$ cat src/rtl/mem_port_arbiter_if.sv
// Bus bundle between the MMU requesters, the arbiter and the downstream memory port.
// The slave modport is the arbiter's view; the master modport is the MMU/memory side.
interface mem_port_arbiter_if #(
  parameter int ADDR_WIDTH = 32,
  parameter int DATA_WIDTH = 32
);
  localparam int SW = DATA_WIDTH / 8;

  logic                  flush;

  logic                  inst_rden;
  logic [ADDR_WIDTH-1:0] inst_riaddr;
  logic                  inst_rvalid;
  logic [ADDR_WIDTH-1:0] inst_roaddr;
  logic [DATA_WIDTH-1:0] inst_rdata;

  logic                  data_rden;
  logic [ADDR_WIDTH-1:0] data_riaddr;
  logic                  data_rvalid;
  logic [ADDR_WIDTH-1:0] data_roaddr;
  logic [DATA_WIDTH-1:0] data_rdata;

  logic                  data_wren;
  logic [ADDR_WIDTH-1:0] data_waddr;
  logic [DATA_WIDTH-1:0] data_wdata;
  logic [SW-1:0]         data_wstrb;

  logic                  inst_wait;
  logic                  data_wait;
  logic                  mem_wait;

  logic                  m_req;
  logic                  m_we;
  logic [ADDR_WIDTH-1:0] m_addr;
  logic [DATA_WIDTH-1:0] m_wdata;
  logic [SW-1:0]         m_wstrb;
  logic                  m_ack;
  logic                  m_rvalid;
  logic [DATA_WIDTH-1:0] m_rdata;
  logic                  m_bvalid;

  modport slave (
    input  flush,
    input  inst_rden, inst_riaddr,
    output inst_rvalid, inst_roaddr, inst_rdata,
    input  data_rden, data_riaddr,
    output data_rvalid, data_roaddr, data_rdata,
    input  data_wren, data_waddr, data_wdata, data_wstrb,
    output inst_wait, data_wait, mem_wait,
    output m_req, m_we, m_addr, m_wdata, m_wstrb,
    input  m_ack, m_rvalid, m_rdata, m_bvalid
  );

  modport master (
    output flush,
    output inst_rden, inst_riaddr,
    input  inst_rvalid, inst_roaddr, inst_rdata,
    output data_rden, data_riaddr,
    input  data_rvalid, data_roaddr, data_rdata,
    output data_wren, data_waddr, data_wdata, data_wstrb,
    input  inst_wait, data_wait, mem_wait,
    input  m_req, m_we, m_addr, m_wdata, m_wstrb,
    output m_ack, m_rvalid, m_rdata, m_bvalid
  );
endinterface

$ cat src/rtl/mem_port_arbiter.sv
// Shares one downstream memory port between inst read, data read and data write
// requesters: one-entry slots, fixed priority with inst anti-starvation, single outstanding.
module mem_port_arbiter #(
  parameter int ADDR_WIDTH   = 32,
  parameter int DATA_WIDTH   = 32,
  parameter int STARVE_LIMIT = 4
) (
  input  logic              i_clk,
  input  logic              i_rst,
  mem_port_arbiter_if.slave io_bus,
  output logic [1:0]        o_dbg_state
);
  // Handshakes: upstream *_RDEN/*_WREN are one-cycle pulses accepted only while the
  // matching WAIT is low; M_REQ holds with stable M_* fields until M_ACK is sampled high,
  // then exactly one M_RVALID (read) or M_BVALID (write) closes the transaction.
  localparam int SW = DATA_WIDTH / 8;
  localparam int CW = $clog2(STARVE_LIMIT + 1);
  localparam logic [CW-1:0] STARVE_MAX = CW'(STARVE_LIMIT);

  localparam logic [1:0] G_INST = 2'd0;
  localparam logic [1:0] G_RD   = 2'd1;
  localparam logic [1:0] G_WR   = 2'd2;

  typedef enum logic [1:0] {S_IDLE, S_REQ, S_RWAIT, S_WWAIT} state_t;

  state_t r_state, w_next;

  logic                  r_inst_full, r_inst_cancel;
  logic [ADDR_WIDTH-1:0] r_inst_addr;
  logic                  r_rd_full;
  logic [ADDR_WIDTH-1:0] r_rd_addr;
  logic                  r_wr_full;
  logic [ADDR_WIDTH-1:0] r_wr_addr;
  logic [DATA_WIDTH-1:0] r_wr_data;
  logic [SW-1:0]         r_wr_strb;

  logic [1:0]            r_gnt;
  logic [CW-1:0]         r_starve;

  logic                  r_inst_rvalid, r_data_rvalid;
  logic [ADDR_WIDTH-1:0] r_inst_roaddr, r_data_roaddr;
  logic [DATA_WIDTH-1:0] r_inst_rdata, r_data_rdata;

  logic       w_grant;
  logic [1:0] w_gnt_sel;
  logic       w_inst_elig;
  logic       w_inst_busy;
  logic       w_rsp, w_rsp_inst, w_rsp_rd, w_wr_done;

  assign w_inst_elig = r_inst_full && !io_bus.flush;
  assign w_inst_busy = (r_state != S_IDLE) && (r_gnt == G_INST);
  assign w_rsp       = (r_state == S_RWAIT) && io_bus.m_rvalid;
  assign w_rsp_inst  = w_rsp && (r_gnt == G_INST);
  assign w_rsp_rd    = w_rsp && (r_gnt == G_RD);
  assign w_wr_done   = (r_state == S_WWAIT) && io_bus.m_bvalid;

  // Write beats data read so a same-address read observes the write.
  always_comb begin
    w_grant   = 1'b0;
    w_gnt_sel = G_INST;
    if (r_state == S_IDLE) begin
      if (w_inst_elig && (r_starve == STARVE_MAX)) begin
        w_grant = 1'b1;
        w_gnt_sel = G_INST;
      end else if (r_wr_full) begin
        w_grant = 1'b1;
        w_gnt_sel = G_WR;
      end else if (r_rd_full) begin
        w_grant = 1'b1;
        w_gnt_sel = G_RD;
      end else if (w_inst_elig) begin
        w_grant = 1'b1;
        w_gnt_sel = G_INST;
      end
    end
  end

  always_ff @(posedge i_clk or posedge i_rst) begin
    if (i_rst) r_state <= S_IDLE;
    else       r_state <= w_next;
  end

  always_comb begin
    w_next = r_state;
    case (r_state)
      S_IDLE:  if (w_grant) w_next = S_REQ;
      S_REQ:   if (io_bus.m_ack) w_next = (r_gnt == G_WR) ? S_WWAIT : S_RWAIT;
      S_RWAIT: if (io_bus.m_rvalid) w_next = S_IDLE;
      S_WWAIT: if (io_bus.m_bvalid) w_next = S_IDLE;
      default: w_next = S_IDLE;
    endcase
  end

  // Request fields come straight from the granted slot, which cannot change while granted.
  always_comb begin
    io_bus.m_req   = 1'b0;
    io_bus.m_we    = 1'b0;
    io_bus.m_addr  = '0;
    io_bus.m_wdata = '0;
    io_bus.m_wstrb = '0;
    if (r_state == S_REQ) begin
      io_bus.m_req = 1'b1;
      case (r_gnt)
        G_WR: begin
          io_bus.m_we    = 1'b1;
          io_bus.m_addr  = r_wr_addr;
          io_bus.m_wdata = r_wr_data;
          io_bus.m_wstrb = r_wr_strb;
        end
        G_RD:    io_bus.m_addr = r_rd_addr;
        default: io_bus.m_addr = r_inst_addr;
      endcase
    end
  end

  always_ff @(posedge i_clk or posedge i_rst) begin
    if (i_rst) begin
      r_gnt         <= G_INST;
      r_starve      <= '0;
      r_inst_full   <= 1'b0;
      r_inst_cancel <= 1'b0;
      r_inst_addr   <= '0;
      r_rd_full     <= 1'b0;
      r_rd_addr     <= '0;
      r_wr_full     <= 1'b0;
      r_wr_addr     <= '0;
      r_wr_data     <= '0;
      r_wr_strb     <= '0;
      r_inst_rvalid <= 1'b0;
      r_inst_roaddr <= '0;
      r_inst_rdata  <= '0;
      r_data_rvalid <= 1'b0;
      r_data_roaddr <= '0;
      r_data_rdata  <= '0;
    end else begin
      r_inst_rvalid <= 1'b0;
      r_data_rvalid <= 1'b0;

      if (w_grant) begin
        r_gnt <= w_gnt_sel;
        if (w_gnt_sel == G_INST)
          r_starve <= '0;
        else if (r_inst_full && (r_starve != STARVE_MAX))
          r_starve <= r_starve + CW'(1);
      end else if (!r_inst_full) begin
        r_starve <= '0;
      end

      // A flush on an in-flight inst read lets it finish downstream but drops the reply.
      if (!r_inst_full) begin
        if (io_bus.inst_rden) begin
          r_inst_full   <= 1'b1;
          r_inst_cancel <= 1'b0;
          r_inst_addr   <= io_bus.inst_riaddr;
        end
      end else if (w_rsp_inst) begin
        r_inst_full   <= 1'b0;
        r_inst_cancel <= 1'b0;
        if (!(r_inst_cancel || io_bus.flush)) begin
          r_inst_rvalid <= 1'b1;
          r_inst_roaddr <= r_inst_addr;
          r_inst_rdata  <= io_bus.m_rdata;
        end
      end else if (io_bus.flush) begin
        if (w_inst_busy) r_inst_cancel <= 1'b1;
        else             r_inst_full   <= 1'b0;
      end

      if (!r_rd_full) begin
        if (io_bus.data_rden) begin
          r_rd_full <= 1'b1;
          r_rd_addr <= io_bus.data_riaddr;
        end
      end else if (w_rsp_rd) begin
        r_rd_full     <= 1'b0;
        r_data_rvalid <= 1'b1;
        r_data_roaddr <= r_rd_addr;
        r_data_rdata  <= io_bus.m_rdata;
      end

      if (!r_wr_full) begin
        if (io_bus.data_wren) begin
          r_wr_full <= 1'b1;
          r_wr_addr <= io_bus.data_waddr;
          r_wr_data <= io_bus.data_wdata;
          r_wr_strb <= io_bus.data_wstrb;
        end
      end else if (w_wr_done) begin
        r_wr_full <= 1'b0;
      end
    end
  end

  assign io_bus.inst_rvalid = r_inst_rvalid;
  assign io_bus.inst_roaddr = r_inst_roaddr;
  assign io_bus.inst_rdata  = r_inst_rdata;
  assign io_bus.data_rvalid = r_data_rvalid;
  assign io_bus.data_roaddr = r_data_roaddr;
  assign io_bus.data_rdata  = r_data_rdata;
  assign io_bus.inst_wait   = r_inst_full;
  assign io_bus.data_wait   = r_rd_full | r_wr_full;
  assign io_bus.mem_wait    = r_inst_full | r_rd_full | r_wr_full;
  assign o_dbg_state        = r_state;
endmodule

$ cat src/flat_wrapper.sv
// flat-port wrapper written by rule: the top's interface ports become plain ports
module mem_port_arbiter_flat 
#(
  parameter int ADDR_WIDTH   = 32,
  parameter int DATA_WIDTH   = 32,
  parameter int STARVE_LIMIT = 4
)
  (i_clk, i_rst, o_dbg_state, io_bus_flush, io_bus_inst_rden, io_bus_inst_riaddr, io_bus_inst_rvalid, io_bus_inst_roaddr, io_bus_inst_rdata, io_bus_data_rden, io_bus_data_riaddr, io_bus_data_rvalid, io_bus_data_roaddr, io_bus_data_rdata, io_bus_data_wren, io_bus_data_waddr, io_bus_data_wdata, io_bus_data_wstrb, io_bus_inst_wait, io_bus_data_wait, io_bus_mem_wait, io_bus_m_req, io_bus_m_we, io_bus_m_addr, io_bus_m_wdata, io_bus_m_wstrb, io_bus_m_ack, io_bus_m_rvalid, io_bus_m_rdata, io_bus_m_bvalid);
  mem_port_arbiter_if #(.ADDR_WIDTH(ADDR_WIDTH), .DATA_WIDTH(DATA_WIDTH)) io_bus_i ();
  input  logic i_clk;
  input  logic i_rst;
  output logic [1:0] o_dbg_state;
  input wire logic [$bits(io_bus_i.flush)-1:0] io_bus_flush;
  input wire logic [$bits(io_bus_i.inst_rden)-1:0] io_bus_inst_rden;
  input wire logic [$bits(io_bus_i.inst_riaddr)-1:0] io_bus_inst_riaddr;
  output wire logic [$bits(io_bus_i.inst_rvalid)-1:0] io_bus_inst_rvalid;
  output wire logic [$bits(io_bus_i.inst_roaddr)-1:0] io_bus_inst_roaddr;
  output wire logic [$bits(io_bus_i.inst_rdata)-1:0] io_bus_inst_rdata;
  input wire logic [$bits(io_bus_i.data_rden)-1:0] io_bus_data_rden;
  input wire logic [$bits(io_bus_i.data_riaddr)-1:0] io_bus_data_riaddr;
  output wire logic [$bits(io_bus_i.data_rvalid)-1:0] io_bus_data_rvalid;
  output wire logic [$bits(io_bus_i.data_roaddr)-1:0] io_bus_data_roaddr;
  output wire logic [$bits(io_bus_i.data_rdata)-1:0] io_bus_data_rdata;
  input wire logic [$bits(io_bus_i.data_wren)-1:0] io_bus_data_wren;
  input wire logic [$bits(io_bus_i.data_waddr)-1:0] io_bus_data_waddr;
  input wire logic [$bits(io_bus_i.data_wdata)-1:0] io_bus_data_wdata;
  input wire logic [$bits(io_bus_i.data_wstrb)-1:0] io_bus_data_wstrb;
  output wire logic [$bits(io_bus_i.inst_wait)-1:0] io_bus_inst_wait;
  output wire logic [$bits(io_bus_i.data_wait)-1:0] io_bus_data_wait;
  output wire logic [$bits(io_bus_i.mem_wait)-1:0] io_bus_mem_wait;
  output wire logic [$bits(io_bus_i.m_req)-1:0] io_bus_m_req;
  output wire logic [$bits(io_bus_i.m_we)-1:0] io_bus_m_we;
  output wire logic [$bits(io_bus_i.m_addr)-1:0] io_bus_m_addr;
  output wire logic [$bits(io_bus_i.m_wdata)-1:0] io_bus_m_wdata;
  output wire logic [$bits(io_bus_i.m_wstrb)-1:0] io_bus_m_wstrb;
  input wire logic [$bits(io_bus_i.m_ack)-1:0] io_bus_m_ack;
  input wire logic [$bits(io_bus_i.m_rvalid)-1:0] io_bus_m_rvalid;
  input wire logic [$bits(io_bus_i.m_rdata)-1:0] io_bus_m_rdata;
  input wire logic [$bits(io_bus_i.m_bvalid)-1:0] io_bus_m_bvalid;
  assign io_bus_i.flush = io_bus_flush;
  assign io_bus_i.inst_rden = io_bus_inst_rden;
  assign io_bus_i.inst_riaddr = io_bus_inst_riaddr;
  assign io_bus_inst_rvalid = io_bus_i.inst_rvalid;
  assign io_bus_inst_roaddr = io_bus_i.inst_roaddr;
  assign io_bus_inst_rdata = io_bus_i.inst_rdata;
  assign io_bus_i.data_rden = io_bus_data_rden;
  assign io_bus_i.data_riaddr = io_bus_data_riaddr;
  assign io_bus_data_rvalid = io_bus_i.data_rvalid;
  assign io_bus_data_roaddr = io_bus_i.data_roaddr;
  assign io_bus_data_rdata = io_bus_i.data_rdata;
  assign io_bus_i.data_wren = io_bus_data_wren;
  assign io_bus_i.data_waddr = io_bus_data_waddr;
  assign io_bus_i.data_wdata = io_bus_data_wdata;
  assign io_bus_i.data_wstrb = io_bus_data_wstrb;
  assign io_bus_inst_wait = io_bus_i.inst_wait;
  assign io_bus_data_wait = io_bus_i.data_wait;
  assign io_bus_mem_wait = io_bus_i.mem_wait;
  assign io_bus_m_req = io_bus_i.m_req;
  assign io_bus_m_we = io_bus_i.m_we;
  assign io_bus_m_addr = io_bus_i.m_addr;
  assign io_bus_m_wdata = io_bus_i.m_wdata;
  assign io_bus_m_wstrb = io_bus_i.m_wstrb;
  assign io_bus_i.m_ack = io_bus_m_ack;
  assign io_bus_i.m_rvalid = io_bus_m_rvalid;
  assign io_bus_i.m_rdata = io_bus_m_rdata;
  assign io_bus_i.m_bvalid = io_bus_m_bvalid;
  mem_port_arbiter #(.ADDR_WIDTH(ADDR_WIDTH), .DATA_WIDTH(DATA_WIDTH), .STARVE_LIMIT(STARVE_LIMIT)) u_core (.i_clk(i_clk), .i_rst(i_rst), .io_bus(io_bus_i), .o_dbg_state(o_dbg_state));
endmodule
$ cat config.mk
export PLATFORM = sky130hd
export DESIGN_NAME = mem_port_arbiter_flat
export DESIGN_NICKNAME = d
export VERILOG_FILES = /design/src/rtl/mem_port_arbiter_if.sv /design/src/rtl/mem_port_arbiter.sv /design/src/flat_wrapper.sv
export SDC_FILE = /design/constraint.sdc
export NUM_CORES = 1
export LEC_CHECK = 0
export CAP_MARGIN = 20
export CORE_MARGIN = 1
export CORE_UTILIZATION = 42
export DETAILED_ROUTE_END_ITERATION = 8
export GPL_TIMING_DRIVEN = 0
export PLACE_DENSITY_LB_ADDON = 0.12
export SETUP_SLACK_MARGIN = 0.02
export SKIP_LAST_GASP = 1
export SYNTH_ARGS = -nofsm -noshare
export SYNTH_HDL_FRONTEND = slang
export SYNTH_SLANG_ARGS = --single-unit
export TNS_END_PERCENT = 5
$ cat constraint.sdc
create_clock -name i_clk -period 8 [get_ports i_clk]
set_input_delay 0.8 -clock i_clk [delete_from_list [all_inputs] [get_ports i_clk]]
set_output_delay 0.8 -clock i_clk [all_outputs]
set_load 0.05 [all_outputs]
==> reports/metrics.cfg <==
[routing]
drt_wl_total_um = 31600
viasPerCell = 5.06
firstDrtPassIters = 4
ant_nets = 0
drt_iter0_drc = 279
post-route-drc-count = 0
avgRoutedWirePerCell_um = 20.1
vias = 7965

[min_path]
min_path_type = reg2reg

[finish]
area_growth_pct = 47.1
final_common_cell = clkdlybuf4s50_1
nets = 1388
post_route_cells_drive_above_1_share = 0.271
fin_util = 0.629
final_cell_mix = clkdlybuf4s50_1 (377), dfrtp_1 (273), mux2_2 (209), mux2_4 (49), clkbuf_1 (42)

[synthesis]
netlist_area_sq_um = 11500
syn_inst = 793
ys_seq_elements = 273
ys_warn_count = 0
synth_edf_count = 0
synth_nets = 971
synth_ff_type = dfrtp_1
ys_async_sr_fraction = 1.00
post_synth.cell_area_avg_sq_um = 14.5
synth_cell_types = 37
synth-seq-area-share = 0.595

[floorplan]
die_area_sq_um = 28000
core_region_area_sq_um = 26900
row_count = 60
start_util = 0.427
io_pins = 378
die_y_um = 167
die_w_um = 167

[timing]
fmax_mhz = 228
slew_violations = 0
hold_violations = 0
timing.slew.headroom = 0.532
setup_viol = 0
fin_crit_ns = 4.38
tightest_slew_ns = 0.701
grt_setup_unrepaired = no
fin_skew_ns = 0.0151
hold-worst-slack_ns = 0.499
fin_crit_sh = 0.548
fin_setup_tns_ns = 0

[global_routing]
grt_pass1_wl_um = 49500
grt_use_total = 0.227
antenna_found_initial = 2
overflow = 0
grt_pass1_vias = 8413
grt_max_degree = 44

[cts]
cts_buffers = 31
cts_root_buf = clkbuf_16
cts_tree = yes
post_cts_resize_count = 0
cts.sinks = 273
postCtsSetupRepairBufs = 0
cts.path.max_buffers = 3
htreeDepth = 1
clock_latency_ns = 0.55
hold_buffers = 0
clk_pin_slew_ns = 0.06

[setup_path]
r2r_setup_slack_ns = 5.58
required_ns = 7.20
endpoint_kind = primary output
cp_top_family = buffers and inverters
worst-path-buf-inv = 4
slowest_delay_ns = 0.90
worstSetupPathType = reg2out
cpMostUsedCell = clkbuf_1
arrival_ns = 3.58
cp-start-kind = flop
crit_chain = inv_1, ha_1, clkbuf_1, clkbuf_1, nor2_1, a211oi_1, clkdlybuf4s50_1
worst_path_max_delay_cell = clkdlybuf4s50_1
cp_max_fo = 10

[placed_design]
gp_congestion = 0.790
io_buffers = 377
hpwl_um = 23700

[pwr]
leakagePower_nw = 7.49
ir_worst_vdd_uv = 227
power_density_nw_per_um2 = 460
p_total_w = 0.00777

[flow_run]
maxCapViolCount = 0

[run_status]
status = complete, no violations

-- metal layers --
layer	vias to the layer above	global-route usage	wire, um
li1	3710	-	-
met1	3965	0.292	13400
met2	253	0.381	15300
met3	37	0.0629	2240
met4	0	0.0538	649
met5	-	0	0
-- metrics by stage --
stage          cell area, sq um  instances  setup slack [ns]
2_1_floorplan             11500        793              3.59
3_3_place_gp              15700       1511              1.46
3_5_place_dp              15800       1518              4.15
4_1_cts                   16900       1573              3.55
5_1_grt                   16900       1575              3.37
6_report                  16900       1575              3.62
-- report_power, final --
part	internal (W)	switching, W
Sequential	0.00198	0.000379
Combinational	0.00152	0.00244
Clock	0.000896	0.000556
-- sequential cells by signal (all words and copies together) (netlist names) --
name / cells
u_core.io_bus.data_rdata: 32
u_core.io_bus.data_roaddr: 32
u_core.io_bus.inst_rdata: 32
u_core.io_bus.inst_roaddr: 32
u_core.r_inst_addr: 32
u_core.r_rd_addr: 32
u_core.r_wr_addr: 32
u_core.r_wr_data: 32
u_core.r_wr_strb: 4
u_core.r_starve: 3
u_core.o_dbg_state: 2
u_core.r_gnt: 2
u_core.io_bus.data_rvalid: 1
u_core.io_bus.inst_rvalid: 1
u_core.io_bus.inst_wait: 1
u_core.r_inst_cancel: 1
u_core.r_rd_full: 1
u_core.r_wr_full: 1
-- final timing paths --
check                                          start                     endpoint  depth (start not counted)
worst min register to register  u_core.r_wr_data[16]         u_core.r_wr_data[16]                          1
worst max register to register       u_core.r_gnt[1]  u_core.io_bus.data_rdata[1]                          7
min in group asynchronous                      i_rst         u_core.r_wr_data[19]                          2
worst min-delay path            u_core.r_wr_data[16]         u_core.r_wr_data[16]                          1
max in group asynchronous                      i_rst        u_core.r_inst_addr[6]                          6
worst max-delay path                 u_core.r_gnt[0]            io_bus_m_addr[23]                          7
-- worst reg2reg max path, stage by stage, from the launching register on --
cell	delay [ns]
dfrtp_1	0.40
inv_1	0.09
ha_1	0.14
clkbuf_1	0.36
and3_1	0.27
buf_2	0.31
buf_2	0.36
mux2_2	0.38
-- cells in the mapped netlist, types with 3 or more instances --
cell	instances	area share
buf_2	10	0.0044
nand3_1	3	0.0013
nor2b_1	4	0.0022
and3_1	38	0.021
nand2_1	4	0.0013
buf_6	5	0.0049
a22oi_1	32	0.021
nand2b_1	3	0.0016
ha_1	5	0.0054
o21ai_0	7	0.0031
nor2_1	37	0.012
dfrtp_1	273	0.59
inv_1	11	0.0036
buf_1	7	0.0023
mux2_4	49	0.064
mux2_2	209	0.20
clkbuf_1	37	0.012
a211oi_1	32	0.021
-- cell type report --
class | instances | area, sq um
tap | 341 | 427
inverter | 11 | 45.0
timing repair buffer | 384 | 3910
antenna | 2 | 5.00
fill | 2145 | 9980
sequential | 273 | 6830
clock buffer | 46 | 932
buffer | 60 | 279
multi-input combinational | 449 | 4330
clock inverter | 9 | 131
-- cell families (layout without fill, tap and decap cells) --
| group | Yosys count | after routing | synth area share |
|---|---|---|---|
| flops | 273 | 273 | 0.595 |
| mux | 262 | 262 | 0.273 |
| other cells | 0 | 2 | 0 |
| fa+ha+maj | 5 | 5 | 0.00545 |
| compound gates | 84 | 84 | 0.0542 |
| buf+inv | 71 | 510 | 0.0279 |
| simple gates | 98 | 98 | 0.0448 |
Power figures use the tool's default switching activity.
